<file path="config.mk">
export PLATFORM = sky130hd
export DESIGN_NAME = pic_editor
export DESIGN_NICKNAME = d
export VERILOG_FILES = /design/src/rtl/pic_pkg.sv /design/src/rtl/key_debounce.sv /design/src/rtl/pic_editor.sv
export SDC_FILE = /design/constraint.sdc
export NUM_CORES = 1
export LEC_CHECK = 0
export ABC_AREA = 1
export CORE_AREA = 5 5 166 168
export CTS_CLUSTER_DIAMETER = 50
export DETAILED_ROUTE_END_ITERATION = 8
export DIE_AREA = 0 0 171 173
export SETUP_SLACK_MARGIN = 0.05
export SYNTH_ARGS = -nofsm -noshare
export SYNTH_HDL_FRONTEND = slang
export SYNTH_HIERARCHICAL = 1
export SYNTH_SLANG_ARGS = --single-unit
</file>
<file path="constraint.sdc">
create_clock -name CLOCK_50 -period 2.9 [get_ports CLOCK_50]
set_input_delay 0.435 -clock CLOCK_50 [delete_from_list [all_inputs] [get_ports CLOCK_50]]
set_output_delay 0.435 -clock CLOCK_50 [all_outputs]
set_load 0.01 [all_outputs]
</file>
<file path="src/rtl/pic_pkg.sv">
// Shared definitions for the 5x7 picture path: geometry, editor state
// encoding and the row/column to bitmap-index mapping used by both sides.
package pic_pkg;

  localparam int ROWS = 5;
  localparam int COLS = 7;
  localparam int PIX  = 35;

  typedef enum logic {
    VIEW = 1'b0,
    EDIT = 1'b1
  } state_t;

  function automatic logic [5:0] pix_index(input logic [2:0] row, input logic [2:0] col);
    return ({3'b000, row} * 6'd7) + {3'b000, col};
  endfunction

endpackage

</file>
<file path="src/rtl/key_debounce.sv">
// Debounces one raw active-low push-button and emits a single-cycle pulse
// per accepted press. Releases are debounced but produce no pulse.
module key_debounce #(
  parameter int DEBOUNCE_CYCLES = 1_000_000
) (
  input  logic CLOCK_50,
  input  logic rst_n,
  input  logic key_n,
  output logic press
);

  localparam int CW = $clog2(DEBOUNCE_CYCLES + 1);

  logic          sync1_r;
  logic          sync2_r;
  logic          stable_r;
  logic          stable_d_r;
  logic [CW-1:0] cnt_r;

  // Synchronise, qualify the level for a full stable window, then edge-detect.
  always_ff @(posedge CLOCK_50) begin
    if (!rst_n) begin
      sync1_r    <= 1'b1;
      sync2_r    <= 1'b1;
      stable_r   <= 1'b1;
      stable_d_r <= 1'b1;
      cnt_r      <= '0;
      press      <= 1'b0;
    end else begin
      sync1_r    <= key_n;
      sync2_r    <= sync1_r;
      stable_d_r <= stable_r;
      // The pulse trails the stable level by one cycle on purpose.
      press      <= stable_d_r & ~stable_r;
      if (sync2_r == stable_r) begin
        cnt_r <= '0;
      end else if (cnt_r == CW'(DEBOUNCE_CYCLES - 1)) begin
        stable_r <= sync2_r;
        cnt_r    <= '0;
      end else begin
        cnt_r <= cnt_r + CW'(1);
      end
    end
  end

endmodule

</file>
<file path="src/rtl/pic_editor.sv">
// Button-driven picture editor: debounces five keys and maintains the
// edit-mode flag, wrap-around cursor and 35-pixel bitmap for the display.
module pic_editor
  import pic_pkg::*;
#(
  parameter int DEBOUNCE_CYCLES = 1_000_000
) (
  input  logic          CLOCK_50,
  input  logic          rst_n,
  input  logic          en,
  input  logic          key_mode,
  input  logic          key_move_r,
  input  logic          key_move_d,
  input  logic          key_toggle,
  input  logic          key_clear,
  output logic          edit,
  output logic [PIX-1:0] ens_storage,
  output logic [PIX-1:0] ens_cursor,
  output logic [2:0]    cursor_row,
  output logic [2:0]    cursor_col
);

  logic   [4:0]     key_n_s;
  logic   [4:0]     press_s;
  state_t           state_r;
  logic   [2:0]     row_inc_s;
  logic   [2:0]     col_inc_s;
  logic   [PIX-1:0] here_mask_s;
  logic   [PIX-1:0] down_mask_s;
  logic   [PIX-1:0] right_mask_s;

  // Bit order sets the priority: mode, clear, toggle, move_d, move_r.
  assign key_n_s = {key_mode, key_clear, key_toggle, key_move_d, key_move_r};

  for (genvar k = 0; k < 5; k++) begin : g_key
    key_debounce #(.DEBOUNCE_CYCLES(DEBOUNCE_CYCLES)) u_key (
      .CLOCK_50 (CLOCK_50),
      .rst_n    (rst_n),
      .key_n    (key_n_s[k]),
      .press    (press_s[k])
    );
  end

  // Wrapped neighbour positions and their one-hot masks.
  always_comb begin
    row_inc_s    = (cursor_row == 3'd4) ? 3'd0 : cursor_row + 3'd1;
    col_inc_s    = (cursor_col == 3'd6) ? 3'd0 : cursor_col + 3'd1;
    here_mask_s  = 35'd1 << pix_index(cursor_row, cursor_col);
    down_mask_s  = 35'd1 << pix_index(row_inc_s, cursor_col);
    right_mask_s = 35'd1 << pix_index(cursor_row, col_inc_s);
  end

  assign edit = (state_r == EDIT);

  // Mode FSM with cursor and bitmap updates; one action per cycle at most.
  always_ff @(posedge CLOCK_50) begin
    if (!rst_n) begin
      state_r     <= VIEW;
      ens_storage <= 35'd0;
      ens_cursor  <= 35'd1;
      cursor_row  <= 3'd0;
      cursor_col  <= 3'd0;
    end else if (en) begin
      case (state_r)
        VIEW: begin
          if (press_s[4]) state_r <= EDIT;
        end
        EDIT: begin
          if (press_s[4]) begin
            state_r <= VIEW;
          end else if (press_s[3]) begin
            ens_storage <= 35'd0;
          end else if (press_s[2]) begin
            ens_storage <= ens_storage ^ here_mask_s;
          end else if (press_s[1]) begin
            cursor_row <= row_inc_s;
            ens_cursor <= down_mask_s;
          end else if (press_s[0]) begin
            cursor_col <= col_inc_s;
            ens_cursor <= right_mask_s;
          end
        end
        default: state_r <= VIEW;
      endcase
    end
  end

endmodule

</file>
# [Word-level counts from Yosys, hierarchy flattened]
# Index checks and enable logic that the tools add are counted.
[totals] output_inout_bits=77 in_bits=8 regBits=202
[classes] n_reduce_logical=16 n_eq_ne=12 n_shift=3 n_mux=9 n_bitwise=22 n_addsub=10 n_mul=2
[op_table] cell="35-bit 2-to-1 mux" count=4
[op_table] cell="1-bit by 6-bit << shifter with 35-bit output (first input constant)" count=3
[op_table] cell="20-bit by 1-bit adder with 20-bit output (second input constant)" count=5
[op_table] cell="20-bit equality test (second input constant)" count=5
[op_table] cell="35-bit XOR" count=1
[op_table] cell="6-bit by 3-bit adder with 6-bit output" count=3
[op_table] cell="1-bit NOT" count=16
[op_table] cell="3-bit OR reduction" count=5
[op_table] cell="3-bit by 3-bit multiplier with 6-bit output (second input constant)" count=2
[op_table] cell="6-bit AND reduction" count=2
[op_table] cell="2-bit AND reduction" count=5
[op_table] cell="7-bit AND reduction" count=1
[op_table] cell="3-bit by 1-bit adder with 3-bit output (second input constant)" count=2
[op_table] cell="3-bit equality test (second input constant)" count=2
[op_table] cell="3-bit 2-to-1 mux" count=2
[op_table] cell="1-bit bitwise AND" count=5
[op_table] cell="1-bit equality test" count=5
[op_table] cell="4-bit AND reduction" count=1
[op_table] cell="2-bit nonzero test" count=2
[op_table] cell="1-bit 2-to-1 mux" count=2
[op_table] cell="1-bit case mux with 2 select lines" count=1

# [Logic depth before layout (Yosys ltp)]
[logic_depth] depth_word=6 depth_mapped=19 ltp_nobuf=18

# [Cells and area by module]
# Netlist, hierarchy kept.
[modules_own_cells] module="key_debounce" n_inst=5 cells_each=159 seq_area_each_um2=500.5 area_each_um2=1193.6
[modules_own_cells] module="pic_editor" n_inst=1 cells_each=684 seq_area_each_um2=1541.5 area_each_um2=4489.3

# [Least setup slack after synthesis]
# OpenSTA, ideal clock, no wires.
[synth_path] path_type="reg2reg" start="register cursor_row[0]" end="register ens_cursor[32]" n_path_buf=1 synth_period_minus_slack_ns=3.296 arrival_time_ns=3.225 setup_time_ns=0.070 required_time_ns=2.830 stages_incl_launch_ff=17 slack_ns=-0.396 cell_sequence="dfxtp_1 -> inv_1 -> ha_1 -> inv_1 -> nor2_1 -> inv_1 -> fa_1 -> a21o_1 -> ha_1 -> a21oi_1 -> nand3_1 -> nand3_1 -> nand2_1 -> nor2_4 -> buf_6 -> nand3_1 -> a21oi_1"
[synth_between] elab_chain_cells=6 elab_cells_between_ends=11
[synth_lines] item="from (decl)" line="pic_editor.sv:19" text="output logic [2:0] cursor_row,"
[synth_lines] item="from (signal assigned)" line="pic_editor.sv:76" text="cursor_row <= row_inc_s;"
[synth_lines] item="3-bit by 1-bit adder with 3-bit output / 3-bit equality test (equally long branches)" line="pic_editor.sv:46" text="row_inc_s = (cursor_row == 3'd4) ? 3'd0 : cursor_row + 3'd1;"
[synth_lines] item="3-bit 2-to-1 mux *" line="pic_editor.sv:46"
[synth_lines] item="named net row_inc_s[1]" line="pic_editor.sv:26" text="logic [2:0] row_inc_s;"
[synth_lines] item="3-bit by 3-bit multiplier with 6-bit output *" line="pic_pkg.sv:15" text="return ({3'b000, row} * 6'd7) + {3'b000, col};"
[synth_lines] item="6-bit by 3-bit adder with 6-bit output *" line="pic_pkg.sv:15"
[synth_lines] item="1-bit by 6-bit << shifter with 35-bit output *" line="pic_editor.sv:49" text="down_mask_s = 35'd1 << pix_index(row_inc_s, cursor_col);"
[synth_lines] item="35-bit 2-to-1 mux *" line="pic_editor.sv:75" text="end else if (press_s[1]) begin"
[synth_lines] item="to (signal assigned)" line="pic_editor.sv:77" text="ens_cursor <= down_mask_s;"
[synth_lines] item="to (signal assigned)" line="pic_editor.sv:80" text="ens_cursor <= right_mask_s;"
[synth_lines] item="to (decl)" line="pic_editor.sv:18" text="output logic [PIX-1:0] ens_cursor,"
# The timed path passes the listed nets; every way through them passes the cells marked *. The select of a mux whose other input is x is not followed.
# A chain may end at the register's enable or synchronous reset.

# [Worst setup path after layout]
[layout_path] start="register cursor_row[1]" end="register ens_cursor[6]"
# Same word-level chain as after synthesis.

==> run_results.csv <==
group,metric,value,unit
cts,cts_hold_buffers,0,
yosys,synthFlopType,"dfxtp_1",
placed_design,portBuffers,84,
routing,post_drt_wl_per_cell,12.71,um
cts,cts_num_sinks,202,
placed_design,dpl.hpwl,17290,um
global_route,grt-ovfl-total,0,
yosys,synth.distinct_cells,36,
cts,cts_root_buf,"clkbuf_16",
sta,drv_slew,0,
yosys,syn-num-nets,1523,
sta,holdWs,407.3,ps
critical_path,r2r_cells,17,
outcome,status,"complete, but fails checks",
critical_path,startpoint_type,"register",
routing,antenna_left,0,
cts,cts_buffers,29,
worst_hold_path,holdPathEnd,"g_key[4].u_key/press$_SDFF_PN0_",
global_route,grt_pass1_wl,40930,um
critical_path,crit_chain,"inv_4 > ha_4 > inv_4 > nor2_4 > ha_4 > ha_4 > ha_4 > fa_2 > nand2_4 > nand2_4 > a21o_1 > nand2_1 > nand3_2 > nand2_4 > clkbuf_16 > nand3_2 > a21oi_2",
critical_path,r2r_slack,-90,ps
cts,htree_levels,1,
critical_path,endpoint_kind,"register",
floorplan,rows,59,
critical_path,cpMostUsedCell,"ha_4",
placed_design,pre_cts_slack,-66.22,ps
yosys,synth_seq_cells,202,
worst_hold_path,hold_depth,2,
finish,utilization,0.5462,
yosys,synth_common_cells,"329 x nand2_1, 276 x nor2_1, 202 x dfxtp_1, 160 x nand3_1, 132 x inv_1",
yosys,yosysTopAreaCell,"dfxtp_1",
yosys,netlist_instances,1479,
cts,cts.path.max_buffers,3,
finish,fin_area,14070,sq um
finish,area_growth,34.55,%
floorplan,die_width,171,um
sta,slew_headroom,0.3025,
critical_path,slowest_stage,"fa_2",
sta,layout_setup_ws,-94.62,ps
power,p_leak,4.909,nW
global_route,antenna_found_initial,0,
sta,period_needed,2995,ps
yosys,yosys_warnings,6,
sta,fin_crit_sh,1.033,
critical_path,cp-startpoint,"cursor_row[1]$_SDFFE_PN0P_",
critical_path,r2r-end,"ens_cursor[6]$_SDFFE_PN0P_",
critical_path,path_class,"register to register",
power,clock_power_share,0.562,
sta,worst_pin_slew,1040,ps
floorplan,die_area,29580,sq um
worst_hold_path,min_from,"g_key[4].u_key/stable_d_r$_SDFF_PN1_",
power,pwr-share-comb,0.011,
critical_path,crit_buf_inv,3,
sta,timing.fmax,333.9,MHz
routing,first_pass_iters,5,
sta,worst_clock_skew,22.67,ps
yosys,yosys.area.top_type_share,0.3867,
power,total_power,6.532,mW
sta,fin_tns_setup,-3096,ps
routing,totalWireLength,25160,um
cts,clk_pin_slew_worst_paths,60,ps
sta,rsz0062_at_grt,"true",
critical_path,cp_top_family,"adder cells",
power,pwr-share-seq,0.427,
power,p_sw,1.394,mW
cts,cts_tree,"yes",
critical_path,worstPathArrival,3470,ps
sta,finalHoldViolations,0,
sta,setup-violations-final,66,
routing,dr.first_iter.drc_count,403,
yosys,synthTopCellsByArea,"dfxtp_1 39%, nand2_1 12%, nor2_1 9.9%",
finish,antenna_cells,0,
routing,drc,0,
job,timing.max_cap.violations,0,
global_route,grt_max_degree,36,
power,internal-power,5.138,mW
yosys,synth_area,10460,sq um
outcome,violations,"setup timing",
critical_path,reg2reg_from,"cursor_row[1]$_SDFFE_PN0P_",
global_route,grt_pass1_vias,8845,
critical_path,max_stage_delay,410,ps
finish,final_nets,1667,
cts,clock_latency,540,ps
placed_design,placed_cell_area,11870,sq um
yosys,synth.most_common_cell,"nand2_1",
floorplan,core-area,25760,sq um
floorplan,io_pins,85,
power,swShare,0.2134,
critical_path,crit_path_max_fanout,6,
yosys,synth_seq_area_share,0.3867,
finish,drive_gt1_frac,0.2389,
worst_hold_path,hold_path.class,"register to register",
power,worst_ir_drop_vdd,488.0,uV
power,p_per_area,464.2,nW/um^2
floorplan,initial_core_util,0.4059,
placed_design,gp_congestion,0.8489,
critical_path,critical_path_required,3370,ps
placed_design,placed_cells,1903,
global_route,gr-usage-all-layers,0.1593,
floorplan,die_h,173,um
yosys,synthArstFlopShare,0,
yosys,postSynthAreaPerCell,7.071,sq um
finish,final_cell_count_no_fill,1980,
routing,num_vias,9514,
yosys,synth_edf_count,0,
routing,via_per_inst,4.805,
[power by group through the flow]
stage / sequential (mW) / combinational, mW / clock, mW
2_1_floorplan: 2.85 / 0.0511 / 0
3_3_place_gp: 2.85 / 0.0718 / 0
5_1_grt: 2.79 / 0.0816 / 3.91
4_1_cts: 2.79 / 0.0724 / 3.76
3_5_place_dp: 2.85 / 0.0722 / 0
6_report: 2.79 / 0.0731 / 3.67
[worst register-to-register path, stage by stage (launching register included)]
cell,delay [ps]
dfxtp_4,370
inv_4,40
ha_4,270
inv_4,40
nor2_4,170
ha_4,230
ha_4,210
ha_4,160
fa_2,410
nand2_4,100
nand2_4,50
a21o_1,160
nand2_1,80
nand3_2,80
nand2_4,180
clkbuf_16,190
nand3_2,70
a21oi_2,130
[cells by family (layout without fill, tap and decap cells)]
family / count (synthesis) / in the layout / synth area share
and+or+nand+nor: 905 / 905 / 0.3868
DFF: 202 / 202 / 0.3867
buffers and inverters: 170 / 336 / 0.07287
AOI/OAI and AO/OA: 113 / 113 / 0.05970
xor gates and xnor gates: 53 / 53 / 0.04511
adders and majority gates: 36 / 36 / 0.04882
[final cells by class]
class / instances / area, sq um
Timing Repair Buffer: 139 / 1490
Sequential cell: 202 / 4051
Clock buffer: 34 / 754.5
Clock inverter: 19 / 264.0
Inverter: 144 / 558.0
Fill cell: 2389 / 11690
Tap cell: 335 / 419.2
Multi-Input combinational cell: 1107 / 6534
[flip-flops by register name, summed over array words and instances, names as in the netlist]
name                    cells
g_key.u_key/cnt_r         100
ens_cursor                 35
ens_storage                35
g_key.u_key/press           5
g_key.u_key/stable_d_r      5
g_key.u_key/stable_r        5
g_key.u_key/sync1_r         5
g_key.u_key/sync2_r         5
cursor_col                  3
cursor_row                  3
edit                        1
[repair_timing]
action | 4_1_cts | 5_1_grt
setup buffers | 5 | 11
cloned | 1 | 8
pin swaps | 1 | 53
endpoints found under the hold margin | 0 | 0
endpoints found under the setup margin | 69 | 70
resized for setup | 43 | 157
[how the worst max path moves through the flow]
| stage | end | slack [ps] | cells past startpoint |
|---|---|---|---|
| after floorplan | ens_cursor[32]$_SDFFE_PN0P_ | 50 | 17 |
| after global placement | ens_cursor[2]$_SDFFE_PN0P_ | -5 | 12 |
| after detailed placement | ens_cursor[33]$_SDFFE_PN0P_ | -70 | 12 |
| after CTS | ens_cursor[10]$_SDFFE_PN0P_ | -40 | 12 |
| after global routing | ens_cursor[25]$_SDFFE_PN0P_ | -250 | 17 |
| final | ens_cursor[6]$_SDFFE_PN0P_ | -90 | 17 |
[routing by layer]
| metal | track usage | vias up | routed length (um) |
|---|---|---|---|
| met1 | 0.2120 | 4355 | 11550 |
| li1 | - | 4975 | - |
| met5 | 0 | - | 0 |
| met3 | 0.02260 | 48 | 844 |
| met2 | 0.2695 | 136 | 12050 |
| met4 | 0.04391 | 0 | 719 |
[cells in the final DEF, fill, tap and decap left out, types with 4 or more instances in the layout]
cell,instances
nand2_2,23
xor2_1,30
a21oi_2,24
fa_1,7
inv_2,6
buf_12,7
clkinv_2,4
xnor2_1,20
or2_2,25
nand3_4,19
or2_0,5
nor2_4,8
clkdlybuf4s50_1,84
o21bai_1,5
nor2_1,244
clkinv_4,5
clkinv_1,7
buf_4,32
ha_4,7
ha_1,19
nor2_2,87
o21ai_0,18
inv_1,125
nand4_1,15
nand3_2,58
nand3_1,98
clkbuf_16,34
dfxtp_1,200
o21ai_2,4
inv_4,5
nand2_4,11
nand3b_1,6
bufinv_16,5
nand2_1,304
buf_6,9
a21oi_1,57
clkbuf_1,4
Note: power is estimated with default switching activity, not from simulation.
